`config.mk`:
```
export PLATFORM = sky130hd
export DESIGN_NAME = led_scroll_scheduler
export DESIGN_NICKNAME = d
export VERILOG_FILES = /design/src/rtl/led_scroll_scheduler.sv
export SDC_FILE = /design/constraint.sdc
export NUM_CORES = 1
export LEC_CHECK = 0
export ABC_CLOCK_PERIOD_IN_PS = 3100
export BUFFER_PORTS_ARGS = -buffer_cell sky130_fd_sc_hd__buf_2
export CELL_PAD_IN_SITES_DETAIL_PLACEMENT = 1
export CELL_PAD_IN_SITES_GLOBAL_PLACEMENT = 1
export CORE_MARGIN = 5
export CORE_UTILIZATION = 50
export CTS_BUF_LIST = sky130_fd_sc_hd__clkbuf_16
export DETAILED_ROUTE_END_ITERATION = 8
export MAX_ROUTING_LAYER = met4
export PLACE_DENSITY_LB_ADDON = 0.1
export SLEW_MARGIN = 20
export SYNTH_ARGS = -nofsm -noshare
export SYNTH_HDL_FRONTEND = slang
export SYNTH_SLANG_ARGS = --single-unit
export TNS_END_PERCENT = 30
```
`constraint.sdc`:
```
create_clock -name clk -period 3.1 [get_ports clk]
set_input_delay 0 -clock clk [delete_from_list [all_inputs] [get_ports clk]]
set_output_delay 0 -clock clk [all_outputs]
set_load 0.005 [all_outputs]
```
`src/rtl/led_scroll_scheduler.sv`:
```
// Purpose: scrolls a 16-entry hex message across 8 LED digits, stepped by a
//   debounced push-button and/or a periodic auto-scroll timer.
// Latency: char is registered, one cycle after digit_sel; step_pulse one cycle after debounce completes.
module led_scroll_scheduler #(
  parameter int DEBOUNCE_CYCLES = 16,
  parameter int AUTO_PERIOD     = 1024
) (
  input  logic       clk,
  input  logic       reset,
  input  logic       step_button,
  input  logic       auto_en,
  input  logic       wr_en,
  input  logic [3:0] wr_addr,
  input  logic [3:0] wr_data,
  input  logic [2:0] digit_sel,
  output logic [3:0] char,
  output logic [3:0] window_base,
  output logic       step_pulse
);

  localparam logic [1:0] IDLE       = 2'd0;
  localparam logic [1:0] PRESS_WAIT = 2'd1;
  localparam logic [1:0] HELD       = 2'd2;
  localparam logic [1:0] REL_WAIT   = 2'd3;

  localparam logic [15:0] DB_LAST = 16'(DEBOUNCE_CYCLES - 1);
  localparam logic [19:0] AT_LAST = 20'(AUTO_PERIOD - 1);

  logic        sync_d;
  logic        sync_q;
  logic [1:0]  state;
  logic [15:0] db_cnt;
  logic [19:0] at_cnt;
  logic        auto_tick;
  logic        advance;
  logic [3:0]  rd_idx;
  logic [3:0]  mem [16];

  // Two-flop synchronizer: the raw button is never looked at directly.
  always_ff @(posedge clk) begin
    if (reset) begin
      sync_d <= 1'b0;
      sync_q <= 1'b0;
    end else begin
      sync_d <= step_button;
      sync_q <= sync_d;
    end
  end

  // Debounce FSM: a press must be stable for DEBOUNCE_CYCLES to emit one pulse,
  // and a release must be equally stable before another press is considered.
  always_ff @(posedge clk) begin
    if (reset) begin
      state      <= IDLE;
      db_cnt     <= '0;
      step_pulse <= 1'b0;
    end else begin
      step_pulse <= 1'b0;
      case (state)
        IDLE: begin
          if (sync_q) begin
            state  <= PRESS_WAIT;
            db_cnt <= '0;
          end
        end
        PRESS_WAIT: begin
          if (!sync_q) begin
            state <= IDLE;
          end else if (db_cnt == DB_LAST) begin
            state      <= HELD;
            step_pulse <= 1'b1;
          end else begin
            db_cnt <= db_cnt + 16'd1;
          end
        end
        HELD: begin
          if (!sync_q) begin
            state  <= REL_WAIT;
            db_cnt <= '0;
          end
        end
        REL_WAIT: begin
          if (sync_q) begin
            state <= HELD;
          end else if (db_cnt == DB_LAST) begin
            state <= IDLE;
          end else begin
            db_cnt <= db_cnt + 16'd1;
          end
        end
        default: state <= IDLE;
      endcase
    end
  end

  // The tick is decoded from the counter so it lands on the same edge as the wrap.
  assign auto_tick = auto_en && (at_cnt == AT_LAST);
  // A coincident press and tick still move the window by one only.
  assign advance   = step_pulse || auto_tick;
  // Digit 7 shows window_base; lower digits show later message entries.
  assign rd_idx    = window_base + 4'd7 - {1'b0, digit_sel};

  // Auto-scroll period counter; held at zero while disabled.
  always_ff @(posedge clk) begin
    if (reset || !auto_en) begin
      at_cnt <= '0;
    end else if (at_cnt == AT_LAST) begin
      at_cnt <= '0;
    end else begin
      at_cnt <= at_cnt + 20'd1;
    end
  end

  // Window position, wrapping naturally at 16.
  always_ff @(posedge clk) begin
    if (reset) begin
      window_base <= '0;
    end else if (advance) begin
      window_base <= window_base + 4'd1;
    end
  end

  // Message memory and registered character read; the read sees pre-edge
  // memory contents, so a same-address write shows up on the following read.
  always_ff @(posedge clk) begin
    if (reset) begin
      for (int i = 0; i < 16; i++) begin
        mem[i] <= 4'(i);
      end
      char <= '0;
    end else begin
      if (wr_en) begin
        mem[wr_addr] <= wr_data;
      end
      char <= mem[rd_idx];
    end
  end

endmodule

```
==> out/qor.yml <==
max-slew-margin-rel_pct: 38.8
multiInputGateArea_sq_um: 2240
netlist_instances: 462
antenna_found_initial: 0
skew_ns: 0.00596
critPathRequiredTime_ns: 3.39
drtIter0Drc: 195
die_x_microns: 113
peakVddDrop_v: 0.000417
clk_latency_ns: 0.42
grt-ovfl-total: 0
rsz0062_at_grt: "false"
nets: 505
hold_path_depth: 3
area_growth_pct: 12.9
first_pass_iters: 4
netlist.top_cell.by_area: "edfxtp_1"
rows: 37
synth_nets: 486
status: "completed"
syn_avg_cell_area_sq_um: 11.5
cts_resized: 0
start_util_pct: 51.4
maxCapViolations: 0
antenna-diode-count: 0
rrSetupSlack_ns: 0.34
ys_types: 44
placedCellCount: 597
dp_hpwl_mm: 8.26
p_per_area_nw_per_um2: 581
htreeDepth: 4
worst_pin_slew_ns: 0.910
via_count: 3529
synth-seq-cells: 113
cp_max_fo: 5
wl_mm: 12.3
hp-class: "input pin to flip-flop"
core-area_sq_um: 10300
setup_violations: 0
cts_root_buffer: "clkbuf_16"
die_area_sq_um: 12800
timing.fmax_mhz: 362
final_cells: 630
p_leak_nw: 2.14
min_from: "wr_addr[0]"
cts_tree: "done"
synth_area_leaders: "edfxtp_1 (36%), dfxtp_1 (18%), mux4_2 (8.1%)"
register_area_sq_um: 2900
ios: 25
r2r-start: "window_base[1]$_SDFFE_PP0P_"
crit_type: "flip-flop to flip-flop"
cp-start-kind: "flip-flop"
netlist.area_leader.share_pct: 36.2
synth_edf_count: 64
reg2reg_depth: 8
grt_usage_pct: 21.5
fillCellCount: 1087
yosysSeqAreaShare_pct: 54.7
cts_setup_buffers: 0
finalCriticalPeriod_ns: 2.76
dieHeight_microns: 113
gp_congestion: 0.780
grt_pass1_vias: 3793
clock_path_buffers: 2
slew_viol_final: 0
finalHoldViolCount: 0
r2r-end: "char[2]$_SDFF_PP0_"
cts_inserted_buffers: 17
ys.flop_type: "edfxtp_1"
grt_pass1_wl_mm: 20.3
wl_per_cell_microns: 19.5
clock_sinks: 113
synthArstFlopShare_pct: 0
ant_nets: 0
ys_warn_count: 0
grt_max_degree: 35
cp-end-kind: "flip-flop"
synth_area_sq_um: 5300
fin_tns_setup_ns: 0
port_buffers: 24
path_clk_slew_ns: 0.05
hold_end: "mem[4][2]$_SDFFCE_PN1P_"
min_period_over_period_pct: 89.1
drc: 0
crit_arrival_ns: 3.05
vias_per_cell: 5.60
drive_above_1_share_pct: 18.0
-- repair_timing --
| item | 4_1_cts | 5_1_grt |
|---|---|---|
| hold buffers | 1 | 0 |
| setup endpoints to repair | 0 | 0 |
| hold endpoints to repair | 1 | 0 |
-- area by class of cell --
| class | instances | share of cell area (%) |
|---|---|---|
| flip-flops and latches | 113 | 48.5 |
| multi-input cells | 311 | 37.4 |
| clock buffers | 17 | 7.11 |
| well taps | 136 | 2.84 |
| repair buffers | 27 | 2.42 |
| clock inverters | 15 | 1.09 |
| inverters | 11 | 0.690 |
-- power by group --
group	leakage [nW]	internal, mW	total (mW)	switching, mW
clock network	0.256	0.978	1.63	0.654
registers	1.02	1.64	1.67	0.0239
logic	0.865	0.0779	0.180	0.102
-- cells in the mapped netlist (2+ instances only) --
cell	n
edfxtp_1	64
nor2_1	56
dfxtp_1	49
and2_1	34
or3_1	33
xor2_1	21
clkbuf_1	19
mux4_2	19
nand3_1	17
nand2_1	15
or2_2	15
xnor2_1	14
inv_1	11
nor3_1	11
nand4_1	9
and3_1	8
ha_1	7
nand2b_1	7
nor2b_1	7
or4_1	5
a21oi_1	4
nor4_1	4
and4_1	3
buf_2	3
nand3_2	3
a211oi_1	2
buf_1	2
mux2i_1	2
nand3b_1	2
o21ai_0	2
-- worst max-delay path by stage --
stage | depth (start not counted) | endpoint | startpoint | slack [ns]
after floorplan | 8 | char[0]$_SDFF_PP0_ | window_base[1]$_SDFFE_PP0P_ | 0.58
after global placement | 8 | char[3]$_SDFF_PP0_ | window_base[1]$_SDFFE_PP0P_ | 0.44
after detailed placement | 8 | char[2]$_SDFF_PP0_ | window_base[1]$_SDFFE_PP0P_ | 0.31
after CTS | 8 | char[2]$_SDFF_PP0_ | window_base[1]$_SDFFE_PP0P_ | 0.30
after global routing | 8 | char[2]$_SDFF_PP0_ | window_base[1]$_SDFFE_PP0P_ | 0.17
final | 8 | char[2]$_SDFF_PP0_ | window_base[1]$_SDFFE_PP0P_ | 0.34
-- sequential cells by signal, indices dropped and copies added, names as in the netlist, 4 cells and up, named ones only --
signal	cells
char	4
window_base	4
db_cnt	16
at_cnt	20
mem	64
-- routing by layer --
metal	vias up	wire, microns	track usage (%)
li1	1683	-	-
met1	1754	5500	26.1
met2	65	6060	33.9
met3	27	492	6.79
met4	0	268	7.77
met5	-	0	-
-- per-stage QoR --
stage | setup WS (ns) | utilization [%] | cell area [sq um] | hold slack (ns) | power (mW)
after floorplan | 0.578 | - | 5300 | 0.128 | 1.80
after global placement | 0.441 | 53.1 | 5490 | 0.217 | 1.87
after detailed placement | 0.315 | 53.1 | 5490 | 0.266 | 1.88
after CTS | 0.299 | 58.0 | 5990 | 0.0575 | 3.51
after global routing | 0.168 | 58.0 | 5990 | 0.0822 | 3.60
final | 0.338 | 58.0 | 5990 | 0.0805 | 3.48
-- kinds of logic after synthesis --
kind of cell | synth area share [%]
xor+xnor | 5.78
compound gates | 1.58
flops | 54.7
fa+ha+maj | 2.03
mux | 8.45
buf+inv | 3.11
simple gates | 24.3
-- layout by cell type (no fill, tap or decap), drive strengths merged, types with 5 or more instances in the layout --
cell type	count
xor2	21
and3	9
nor3	11
ha	7
mux4	19
or4	5
and2	35
nand4	9
or2	15
dfxtp	49
nand3	20
nor2b	7
clkinv	10
clkbuf	17
edfxtp	64
inv	15
xnor2	14
nand2b	7
or3	33
nor2	56
nand2	15
buf	26
-- critical path: stages, from the launching register on --
cell and delay, ns:
dfxtp_1 0.35, ha_1 0.31, ha_1 0.16, inv_1 0.05, fa_1 0.37, xor2_1 0.16, xnor2_1 0.51, mux4_2 0.58
nor2b_1 0.14
Note: power is estimated with default switching activity, not from simulation.
